## src/rtl/acc_load_unpacker_if.sv

```systemverilog
// ============================================================================
// Module      : acc_load_unpacker_if
// Description : Bus bundle for acc_load_unpacker. Carries the APB write
//               signals, the register/status outputs and the byte-stream
//               handshake towards the conv core.
// Revision    : 1.0 - initial release
// ============================================================================
`default_nettype none

interface acc_load_unpacker_if;
  // APB side
  logic [12:0] PADDR;
  logic [31:0] PWDATA;
  logic        PWRITE;
  logic        PSEL;
  logic        PENABLE;
  logic        PREADY;
  logic        PSLVERR;
  // Register / status side
  logic        acc_en;
  logic        a_loaded;
  logic        x_loaded;
  // Byte stream towards the conv core
  logic        out_valid;
  logic        out_ready;
  logic [7:0]  out_data;
  logic        out_is_a;
  logic        out_last;

  // Seen from the unpacker
  modport slave (
    input  PADDR, PWDATA, PWRITE, PSEL, PENABLE, out_ready,
    output PREADY, PSLVERR, acc_en, a_loaded, x_loaded,
           out_valid, out_data, out_is_a, out_last
  );

  // Seen from the APB master / conv core side
  modport master (
    output PADDR, PWDATA, PWRITE, PSEL, PENABLE, out_ready,
    input  PREADY, PSLVERR, acc_en, a_loaded, x_loaded,
           out_valid, out_data, out_is_a, out_last
  );
endinterface

`default_nettype wire

```

## src/rtl/acc_load_unpacker.sv

```systemverilog
// ============================================================================
// Module      : acc_load_unpacker
// Description : APB load front end of the convolution accelerator. Decodes
//               the enable and matrix-load writes, buffers 32-bit load words
//               in a small FIFO and unpacks them into a byte stream with a
//               valid/ready handshake (filter A and input X, row-major).
//               Optional macro ACC_LOAD_OVF_ERR_EN: raise PSLVERR on load
//               writes that are dropped (disabled or matrix already full).
// Revision    : 1.0 - initial release
// ============================================================================
`default_nettype none

module acc_load_unpacker #(
  parameter int          FIFO_DEPTH  = 4,
  parameter int          A_BYTES     = 9,
  parameter int          X_BYTES     = 784,
  parameter logic [12:0] EN_ADDR     = 13'h1FFF,
  parameter logic [12:0] LOAD_A_ADDR = 13'd1,
  parameter logic [12:0] LOAD_X_ADDR = 13'd2
) (
  input  logic                 HCLK,
  input  logic                 HRESETn,
  acc_load_unpacker_if.slave   bus
);

  localparam int A_WORDS = (A_BYTES + 3) / 4;
  localparam int X_WORDS = (X_BYTES + 3) / 4;
  localparam int AW      = $clog2(FIFO_DEPTH);
  localparam int MAXW    = (A_WORDS > X_WORDS) ? A_WORDS : X_WORDS;
  localparam int MAXB    = (A_BYTES > X_BYTES) ? A_BYTES : X_BYTES;
  localparam int WCW     = $clog2(MAXW + 1);
  localparam int BCW     = $clog2(MAXB + 1);
  localparam int EW      = 1 + 3 + 32;   // {kind, lanes, aligned data}

  typedef enum logic [0:0] {
    S_IDLE  = 1'b0,
    S_SHIFT = 1'b1
  } state_t;

  // --------------------------------------------------------------------------
  // Registers
  // --------------------------------------------------------------------------
  logic          r_acc_en;
  logic [EW-1:0] r_mem [FIFO_DEPTH];
  logic [AW:0]   r_wptr;
  logic [AW:0]   r_rptr;
  logic [WCW-1:0] r_a_words;
  logic [WCW-1:0] r_x_words;
  logic [BCW-1:0] r_a_bytes;
  logic [BCW-1:0] r_x_bytes;
  logic          r_a_loaded;
  logic          r_x_loaded;
  state_t        r_state;
  logic          r_valid;
  logic [7:0]    r_data;
  logic          r_is_a;
  logic          r_last;
  logic [31:0]   r_shift;
  logic [2:0]    r_lanes;

  // --------------------------------------------------------------------------
  // APB decode
  // --------------------------------------------------------------------------
  logic        w_full;
  logic        w_empty;
  logic        w_is_load_a;
  logic        w_is_load_x;
  logic        w_is_load;
  logic        w_pready;
  logic        w_wr;
  logic        w_en_wr;
  logic        w_flush;
  logic        w_kind_done;
  logic        w_push;

  assign w_full  = (r_wptr[AW] != r_rptr[AW]) && (r_wptr[AW-1:0] == r_rptr[AW-1:0]);
  assign w_empty = (r_wptr == r_rptr);

  assign w_is_load_a = (bus.PADDR == LOAD_A_ADDR);
  assign w_is_load_x = (bus.PADDR == LOAD_X_ADDR);
  assign w_is_load   = w_is_load_a | w_is_load_x;

  // Only a load write into a full FIFO is stalled; everything else is zero-wait
  assign w_pready = !(bus.PSEL && bus.PWRITE && w_is_load && w_full);
  assign w_wr     = bus.PSEL && bus.PENABLE && bus.PWRITE && w_pready;
  assign w_en_wr  = w_wr && (bus.PADDR == EN_ADDR);
  assign w_flush  = w_en_wr && !bus.PWDATA[0];

  assign w_kind_done = w_is_load_a ? (r_a_words == WCW'(A_WORDS))
                                   : (r_x_words == WCW'(X_WORDS));
  assign w_push      = w_wr && w_is_load && r_acc_en && !w_kind_done && !w_full;

`ifdef ACC_LOAD_OVF_ERR_EN
  assign bus.PSLVERR = bus.PSEL && bus.PENABLE && bus.PWRITE && w_is_load &&
                       (!r_acc_en || w_kind_done);
`else
  assign bus.PSLVERR = 1'b0;
`endif

  assign bus.PREADY = w_pready;

  // --------------------------------------------------------------------------
  // Lane count and alignment of the word being pushed. A short final word
  // carries its r valid bytes in the low lanes; shifting them to the top lets
  // the unpacker always emit from [31:24] downwards.
  // --------------------------------------------------------------------------
  logic [31:0] w_rem;
  logic [2:0]  w_lanes;
  logic [31:0] w_aligned;

  assign w_rem   = w_is_load_a ? (32'(A_BYTES) - (32'(r_a_words) << 2))
                               : (32'(X_BYTES) - (32'(r_x_words) << 2));
  assign w_lanes = (w_rem >= 32'd4) ? 3'd4 : w_rem[2:0];

  // Left-justify the valid lanes of the incoming word
  always_comb begin
    w_aligned = bus.PWDATA;
    case (w_lanes)
      3'd1:    w_aligned = {bus.PWDATA[7:0],  24'h0};
      3'd2:    w_aligned = {bus.PWDATA[15:0], 16'h0};
      3'd3:    w_aligned = {bus.PWDATA[23:0], 8'h0};
      default: w_aligned = bus.PWDATA;
    endcase
  end

  // --------------------------------------------------------------------------
  // Unpacker control
  // --------------------------------------------------------------------------
  logic [EW-1:0]  w_head;
  logic           w_head_kind;
  logic [2:0]     w_head_lanes;
  logic [31:0]    w_head_data;
  logic           w_hs;
  logic           w_pop;
  logic [BCW-1:0] w_a_bytes_nxt;
  logic [BCW-1:0] w_x_bytes_nxt;
  logic           w_next_kind;
  logic           w_next_last;

  assign w_head       = r_mem[r_rptr[AW-1:0]];
  assign w_head_kind  = w_head[EW-1];
  assign w_head_lanes = w_head[EW-2 -: 3];
  assign w_head_data  = w_head[31:0];

  assign w_hs  = r_valid && bus.out_ready;
  // Pop in IDLE, or on the final-lane handshake so the next word follows with no bubble
  assign w_pop = !w_flush && !w_empty &&
                 ((r_state == S_IDLE) || (w_hs && (r_lanes == 3'd1)));

  // Byte counts after this cycle's handshake decide whether the next byte shown is the last
  assign w_a_bytes_nxt = r_a_bytes + BCW'(w_hs && r_is_a);
  assign w_x_bytes_nxt = r_x_bytes + BCW'(w_hs && !r_is_a);
  assign w_next_kind   = w_pop ? w_head_kind : r_is_a;
  assign w_next_last   = w_next_kind ? (w_a_bytes_nxt == BCW'(A_BYTES - 1))
                                     : (w_x_bytes_nxt == BCW'(X_BYTES - 1));

  // Enable register; a write of 0 also triggers the flush
  always_ff @(posedge HCLK) begin
    if (!HRESETn) begin
      r_acc_en <= 1'b0;
    end else if (w_en_wr) begin
      r_acc_en <= bus.PWDATA[0];
    end
  end

  // FIFO pointers; push is gated by the full flag seen this cycle
  always_ff @(posedge HCLK) begin
    if (!HRESETn || w_flush) begin
      r_wptr <= '0;
      r_rptr <= '0;
    end else begin
      if (w_push) r_wptr <= r_wptr + (AW+1)'(1);
      if (w_pop)  r_rptr <= r_rptr + (AW+1)'(1);
    end
  end

  // FIFO storage
  always_ff @(posedge HCLK) begin
    if (w_push) begin
      r_mem[r_wptr[AW-1:0]] <= {w_is_load_a, w_lanes, w_aligned};
    end
  end

  // Per-kind word counters, advanced at push
  always_ff @(posedge HCLK) begin
    if (!HRESETn || w_flush) begin
      r_a_words <= '0;
      r_x_words <= '0;
    end else if (w_push) begin
      if (w_is_load_a) r_a_words <= r_a_words + WCW'(1);
      else             r_x_words <= r_x_words + WCW'(1);
    end
  end

  // Per-kind byte counters and matrix-complete flags, advanced on handshake
  always_ff @(posedge HCLK) begin
    if (!HRESETn || w_flush) begin
      r_a_bytes  <= '0;
      r_x_bytes  <= '0;
      r_a_loaded <= 1'b0;
      r_x_loaded <= 1'b0;
    end else if (w_hs) begin
      r_a_bytes <= w_a_bytes_nxt;
      r_x_bytes <= w_x_bytes_nxt;
      if (r_last && r_is_a)  r_a_loaded <= 1'b1;
      if (r_last && !r_is_a) r_x_loaded <= 1'b1;
    end
  end

  // Unpacker FSM with registered byte-stream outputs
  always_ff @(posedge HCLK) begin
    if (!HRESETn) begin
      r_state <= S_IDLE;
      r_valid <= 1'b0;
      r_data  <= 8'h00;
      r_is_a  <= 1'b0;
      r_last  <= 1'b0;
      r_shift <= 32'h0;
      r_lanes <= 3'd0;
    end else if (w_flush) begin
      r_state <= S_IDLE;
      r_valid <= 1'b0;
      r_lanes <= 3'd0;
    end else begin
      case (r_state)
        S_IDLE: begin
          if (w_pop) begin
            r_data  <= w_head_data[31:24];
            r_shift <= {w_head_data[23:0], 8'h00};
            r_lanes <= w_head_lanes;
            r_is_a  <= w_head_kind;
            r_last  <= w_next_last;
            r_valid <= 1'b1;
            r_state <= S_SHIFT;
          end
        end
        S_SHIFT: begin
          if (w_hs) begin
            if (r_lanes != 3'd1) begin
              r_data  <= r_shift[31:24];
              r_shift <= {r_shift[23:0], 8'h00};
              r_lanes <= r_lanes - 3'd1;
              r_last  <= w_next_last;
            end else if (w_pop) begin
              r_data  <= w_head_data[31:24];
              r_shift <= {w_head_data[23:0], 8'h00};
              r_lanes <= w_head_lanes;
              r_is_a  <= w_head_kind;
              r_last  <= w_next_last;
            end else begin
              r_valid <= 1'b0;
              r_lanes <= 3'd0;
              r_state <= S_IDLE;
            end
          end
        end
        default: begin
          r_state <= S_IDLE;
          r_valid <= 1'b0;
        end
      endcase
    end
  end

  assign bus.acc_en    = r_acc_en;
  assign bus.a_loaded  = r_a_loaded;
  assign bus.x_loaded  = r_x_loaded;
  assign bus.out_valid = r_valid;
  assign bus.out_data  = r_data;
  assign bus.out_is_a  = r_is_a;
  assign bus.out_last  = r_last;

endmodule

`default_nettype wire

```

## src/flat_wrapper.sv

```systemverilog
// flat-port wrapper written by rule: the top's interface ports become plain ports
module acc_load_unpacker_flat 
#(
  parameter int          FIFO_DEPTH  = 4,
  parameter int          A_BYTES     = 9,
  parameter int          X_BYTES     = 784,
  parameter logic [12:0] EN_ADDR     = 13'h1FFF,
  parameter logic [12:0] LOAD_A_ADDR = 13'd1,
  parameter logic [12:0] LOAD_X_ADDR = 13'd2
)
  (HCLK, HRESETn, bus_PADDR, bus_PWDATA, bus_PWRITE, bus_PSEL, bus_PENABLE, bus_out_ready, bus_PREADY, bus_PSLVERR, bus_acc_en, bus_a_loaded, bus_x_loaded, bus_out_valid, bus_out_data, bus_out_is_a, bus_out_last);
  acc_load_unpacker_if bus_i ();
  input  logic HCLK;
  input  logic HRESETn;
  input wire logic [$bits(bus_i.PADDR)-1:0] bus_PADDR;
  input wire logic [$bits(bus_i.PWDATA)-1:0] bus_PWDATA;
  input wire logic [$bits(bus_i.PWRITE)-1:0] bus_PWRITE;
  input wire logic [$bits(bus_i.PSEL)-1:0] bus_PSEL;
  input wire logic [$bits(bus_i.PENABLE)-1:0] bus_PENABLE;
  input wire logic [$bits(bus_i.out_ready)-1:0] bus_out_ready;
  output wire logic [$bits(bus_i.PREADY)-1:0] bus_PREADY;
  output wire logic [$bits(bus_i.PSLVERR)-1:0] bus_PSLVERR;
  output wire logic [$bits(bus_i.acc_en)-1:0] bus_acc_en;
  output wire logic [$bits(bus_i.a_loaded)-1:0] bus_a_loaded;
  output wire logic [$bits(bus_i.x_loaded)-1:0] bus_x_loaded;
  output wire logic [$bits(bus_i.out_valid)-1:0] bus_out_valid;
  output wire logic [$bits(bus_i.out_data)-1:0] bus_out_data;
  output wire logic [$bits(bus_i.out_is_a)-1:0] bus_out_is_a;
  output wire logic [$bits(bus_i.out_last)-1:0] bus_out_last;
  assign bus_i.PADDR = bus_PADDR;
  assign bus_i.PWDATA = bus_PWDATA;
  assign bus_i.PWRITE = bus_PWRITE;
  assign bus_i.PSEL = bus_PSEL;
  assign bus_i.PENABLE = bus_PENABLE;
  assign bus_i.out_ready = bus_out_ready;
  assign bus_PREADY = bus_i.PREADY;
  assign bus_PSLVERR = bus_i.PSLVERR;
  assign bus_acc_en = bus_i.acc_en;
  assign bus_a_loaded = bus_i.a_loaded;
  assign bus_x_loaded = bus_i.x_loaded;
  assign bus_out_valid = bus_i.out_valid;
  assign bus_out_data = bus_i.out_data;
  assign bus_out_is_a = bus_i.out_is_a;
  assign bus_out_last = bus_i.out_last;
  acc_load_unpacker #(.FIFO_DEPTH(FIFO_DEPTH), .A_BYTES(A_BYTES), .X_BYTES(X_BYTES), .EN_ADDR(EN_ADDR), .LOAD_A_ADDR(LOAD_A_ADDR), .LOAD_X_ADDR(LOAD_X_ADDR)) u_core (.HCLK(HCLK), .HRESETn(HRESETn), .bus(bus_i));
endmodule
```

## config.mk

```make
export PLATFORM = sky130hd
export DESIGN_NAME = acc_load_unpacker_flat
export DESIGN_NICKNAME = d
export VERILOG_FILES = /design/src/rtl/acc_load_unpacker_if.sv /design/src/rtl/acc_load_unpacker.sv /design/src/flat_wrapper.sv
export SDC_FILE = /design/constraint.sdc
export NUM_CORES = 1
export LEC_CHECK = 0
export CELL_PAD_IN_SITES_DETAIL_PLACEMENT = 2
export CELL_PAD_IN_SITES_GLOBAL_PLACEMENT = 2
export CORE_ASPECT_RATIO = 1.2
export CORE_UTILIZATION = 43
export CTS_BUF_LIST = sky130_fd_sc_hd__clkbuf_2 sky130_fd_sc_hd__clkbuf_4 sky130_fd_sc_hd__clkbuf_8
export DETAILED_ROUTE_END_ITERATION = 7
export PLACE_DENSITY = 0.92
export SLEW_MARGIN = 20
export SYNTH_ARGS = -nofsm -noshare
export SYNTH_HDL_FRONTEND = slang
export SYNTH_SLANG_ARGS = --single-unit
```

## constraint.sdc

```tcl
create_clock -name HCLK -period 4.5 [get_ports HCLK]
set_clock_uncertainty 0.05 [all_clocks]
set_input_delay 0.9 -clock HCLK [delete_from_list [all_inputs] [get_ports HCLK]]
set_output_delay 0.9 -clock HCLK [all_outputs]
set_load 0.02 [all_outputs]
```

==> run_summary.xml <==
<?xml version="1.0" encoding="UTF-8"?>
<metrics>
  <group name="run_status">
    <metric name="run_status" unit="">finished, final reports clean</metric>
  </group>
  <group name="die">
    <metric name="die_w" unit="microns">140.6</metric>
    <metric name="row_count" unit="">60</metric>
    <metric name="initial_core_util" unit="%">44.01</metric>
    <metric name="num_io_pins" unit="">67</metric>
    <metric name="core_area" unit="sq um">22520</metric>
    <metric name="die_h" unit="microns">168.3</metric>
    <metric name="floorplan.die_area" unit="sq um">23660</metric>
  </group>
  <group name="worst_setup_path">
    <metric name="cp-startpoint" unit="">bus_PADDR[3]</metric>
    <metric name="r2r.worst_path.cells" unit="">9</metric>
    <metric name="r2r_slack" unit="ns">1.29</metric>
    <metric name="timing.setup.critical_path_class" unit="">in2out</metric>
    <metric name="reg2reg_to" unit="">u_core.r_shift[26]</metric>
    <metric name="r2r_start" unit="">u_core.r_lanes[1]</metric>
    <metric name="critical_path.max_fanout" unit="">6</metric>
    <metric name="arrival" unit="ns">3.07</metric>
    <metric name="worst_setup_path_endpoint" unit="">bus_PREADY</metric>
    <metric name="critPathLaunchType" unit="">input pin</metric>
    <metric name="worst-endpoint-required" unit="ns">3.55</metric>
    <metric name="cp_endpoint_kind" unit="">output pin</metric>
  </group>
  <group name="logic_synthesis">
    <metric name="synth_compound_area_share" unit="%">6.690</metric>
    <metric name="synth_flop_cell" unit="">edfxtp_1</metric>
    <metric name="post_synth.cell_area_avg" unit="sq um">12.72</metric>
    <metric name="yosys_warnings" unit="">0</metric>
    <metric name="share_of_the_yosys_chip_area_belonging_to_registers" unit="%">61.40</metric>
    <metric name="synthArstFlopShare" unit="%">0</metric>
    <metric name="synthXorXnorAreaFrac" unit="%">3.093</metric>
    <metric name="post_synth_most_frequent_cells" unit="">140 x edfxtp_1, 94 x dfxtp_1, 83 x nand3_1, 60 x nand2_1, 56 x nor2_1</metric>
    <metric name="synth_top_family_by_area" unit="">simple AND/OR/NAND/NOR gates</metric>
    <metric name="synth-edff-count" unit="">140</metric>
    <metric name="synth_area_leader_cell" unit="">edfxtp_1</metric>
    <metric name="netlist_instances" unit="">779</metric>
    <metric name="synth_most_common_cell" unit="">edfxtp_1</metric>
    <metric name="cell_types_occupying_the_most_area_after_synthesis" unit="">edfxtp_1 42%, dfxtp_1 19%, mux4_2 8.0%, nand3_1 4.2%, o211a_1 3.2%</metric>
    <metric name="synth_nets" unit="">844</metric>
    <metric name="synth_cell_types" unit="">49</metric>
    <metric name="synth.cell_area" unit="sq um">9912</metric>
    <metric name="synth.mux.area_fraction" unit="%">9.265</metric>
    <metric name="synth_fa_ha_area_share" unit="%">1.767</metric>
    <metric name="synth.ff_latch_count" unit="">234</metric>
    <metric name="share_of_the_synthesized_area_in_the_top_cell_type" unit="%">42.41</metric>
    <metric name="synthSimpleGateAreaFrac" unit="%">15.25</metric>
  </group>
  <group name="global_route">
    <metric name="grt_antenna_before_repair" unit="">1</metric>
    <metric name="grt_start_max_net_pins" unit="">54</metric>
    <metric name="globalRoute.totalOverflow" unit="">0</metric>
    <metric name="global_route.usage.total" unit="%">26.51</metric>
    <metric name="first_pass_grt_wire_length" unit="microns">46730</metric>
    <metric name="vias_in_the_first_global_route" unit="">7696</metric>
  </group>
  <group name="detailed_routing">
    <metric name="vias_per_cell" unit="">5.889</metric>
    <metric name="route.antenna.remaining_nets" unit="">0</metric>
    <metric name="wirelength" unit="microns">30270</metric>
    <metric name="vias" unit="">6831</metric>
    <metric name="drt_drc_violations_left" unit="">0</metric>
    <metric name="drt_pre_antenna_iters" unit="">4</metric>
    <metric name="routed_wire_length_per_instance" unit="microns">26.09</metric>
    <metric name="detail_route.iter0.violations" unit="">361</metric>
  </group>
  <group name="clocking">
    <metric name="clk_transition_reported_paths" unit="ns">0.05</metric>
    <metric name="postCtsSetupBuffers" unit="">0</metric>
    <metric name="clockRootBuffer" unit="">clkbuf_8</metric>
    <metric name="numClockSinks" unit="">234</metric>
    <metric name="cts_hold_buffers" unit="">0</metric>
    <metric name="clock_latency" unit="ns">0.56</metric>
    <metric name="clock_buffer_count_from_cts" unit="">39</metric>
    <metric name="cts_max_level" unit="">2</metric>
    <metric name="ctsLongestPathBuffers" unit="">3</metric>
    <metric name="post_cts_repair_resize_count" unit="">0</metric>
    <metric name="cts_tree" unit="">yes</metric>
  </group>
  <group name="sta">
    <metric name="worst_pin_slew" unit="ns">0.8902</metric>
    <metric name="unrepaired_setup_endpoints_after_global_routing" unit="">no</metric>
    <metric name="post-route-min-period" unit="ns">4.025</metric>
    <metric name="clock.fmax" unit="MHz">248.5</metric>
    <metric name="timing.final.hold_violations" unit="">0</metric>
    <metric name="finalSetupViolCount" unit="">0</metric>
    <metric name="worst_slew_slack_as_a_fraction_of_its_limit" unit="%">40.58</metric>
    <metric name="drv_slew" unit="">0</metric>
    <metric name="layout_worst_path_cycle_share" unit="%">89.44</metric>
    <metric name="finalSetupTns" unit="ns">0</metric>
  </group>
  <group name="worst_hold_path">
    <metric name="min_path_type" unit="">reg2reg</metric>
  </group>
  <group name="pwr">
    <metric name="power.total" unit="uW">4204</metric>
    <metric name="static_leakage" unit="uW">0.004310</metric>
    <metric name="p_per_area" unit="nW/um^2">362.8</metric>
    <metric name="worst_voltage_drop_across_the_vdd_grid" unit="mV">0.2606</metric>
  </group>
  <group name="placement">
    <metric name="port_buffers" unit="">65</metric>
    <metric name="routability_congestion_estimate_from_global_placement" unit="">0.7664</metric>
    <metric name="hpwl" unit="microns">18320</metric>
  </group>
  <group name="flow_run">
    <metric name="timing.max_cap.violations" unit="">0</metric>
  </group>
  <group name="finish">
    <metric name="areaGrowthSynthToFinish" unit="%">16.91</metric>
    <metric name="layout_cell_share_with_drive_strength_beyond_1" unit="%">14.20</metric>
    <metric name="fillers" unit="">2128</metric>
    <metric name="layout.nets" unit="">916</metric>
  </group>
</metrics>
-- metal layers --
layer | global-route usage [%] | up-vias | part of all wire, %
met2 | 47.52 | 178 | 52
met1 | 30.99 | 3529 | 40
met3 | 4.608 | 78 | 3.9
met4 | 11.96 | 0 | 3.8
met5 | 0 | - | 0
li1 | - | 3046 | -
-- how the worst min path moves through the flow --
stage,start,slack [ns],depth (start not counted),to
2_1_floorplan,u_core.r_a_bytes[0],0.39,2,u_core.r_a_bytes[0]
3_3_place_gp,u_core.r_a_bytes[0],0.40,2,u_core.r_a_bytes[0]
3_5_place_dp,u_core.r_x_bytes[0],0.42,2,u_core.r_x_bytes[0]
4_1_cts,u_core.r_x_bytes[0],0.43,2,u_core.r_x_bytes[0]
5_1_grt,u_core.r_shift[3],0.44,1,u_core.r_shift[3]
6_report,u_core.r_x_bytes[0],0.42,2,u_core.r_x_bytes[0]
-- area by class of cell --
class                      instances  area [sq um]  area share, %
antenna                            1         2.502        0.02159
clock buffer                      50         631.9          5.452
clock inverter                    20         98.84         0.8529
inverter                          15         56.30         0.4859
multi-input combinational        482          3607          31.13
sequential                       234          6087          52.53
tap                              279         349.1          3.012
timing repair buffer              79         755.7          6.521
-- where the power goes --
part	leakage [uW]	internal (uW)	switching [uW]
Clock	0.000379	926	912
Combinational	0.00192	51.0	50.9
Sequential	0.00201	2260	0.0709
Total	0.00431	3240	963
-- cell usage in the layout, fill, tap and decap left out, types with 18 or more instances in the layout --
cell type | Yosys | layout
mux4_2 | 35 | 35
nor2_1 | 56 | 55
o211a_1 | 32 | 32
and3_1 | 18 | 18
clkdlybuf4s50_1 | 0 | 65
xor2_1 | 21 | 21
nand2_1 | 60 | 59
nor2b_1 | 26 | 26
clkbuf_8 | 0 | 41
dfxtp_1 | 94 | 93
nand3_1 | 83 | 83
nand4_1 | 19 | 19
a21oi_1 | 18 | 18
edfxtp_1 | 140 | 140
-- stage by stage --
stage                     cells  hold slack (ns)  cell area [sq um]  util, %  worst slack, ns
after floorplan             779           0.3906               9912        -            1.108
after global placement     1089           0.3959              10850    48.19           0.7280
after detailed placement   1089           0.4189              10850    48.19           0.5411
after CTS                  1159           0.4275              11580    51.43           0.5336
after global routing       1160           0.4427              11590    51.46           0.3485
final                      1160           0.4212              11590    51.46           0.4752
-- worst max-delay path, cell delays in order --
cell,delay (ns)
clkdlybuf4s50_1,0.44
nor4_1,0.55
and4_1,0.44
nand4_1,0.16
clkdlybuf4s50_1,0.59
-- flip-flops by register name, indices dropped and copies added (netlist names), 3 cells and up, named ones only --
name	cells
u_core.r_mem	140
u_core.r_shift	32
u_core.r_a_bytes	10
u_core.r_x_bytes	10
u_core.bus.out_data	8
u_core.r_a_words	8
u_core.r_x_words	8
u_core.r_lanes	3
u_core.r_rptr	3
u_core.r_wptr	3
-- cells by family after synthesis --
| logic type | count (synthesis) |
|---|---|
| compound gates | 84 |
| xor+xnor | 35 |
| fa+ha+maj | 14 |
| buf+inv | 63 |
| flops | 234 |
| mux | 47 |
| other cells | 1 |
| simple gates | 301 |
No activity file was read; power rests on OpenSTA's default activity.
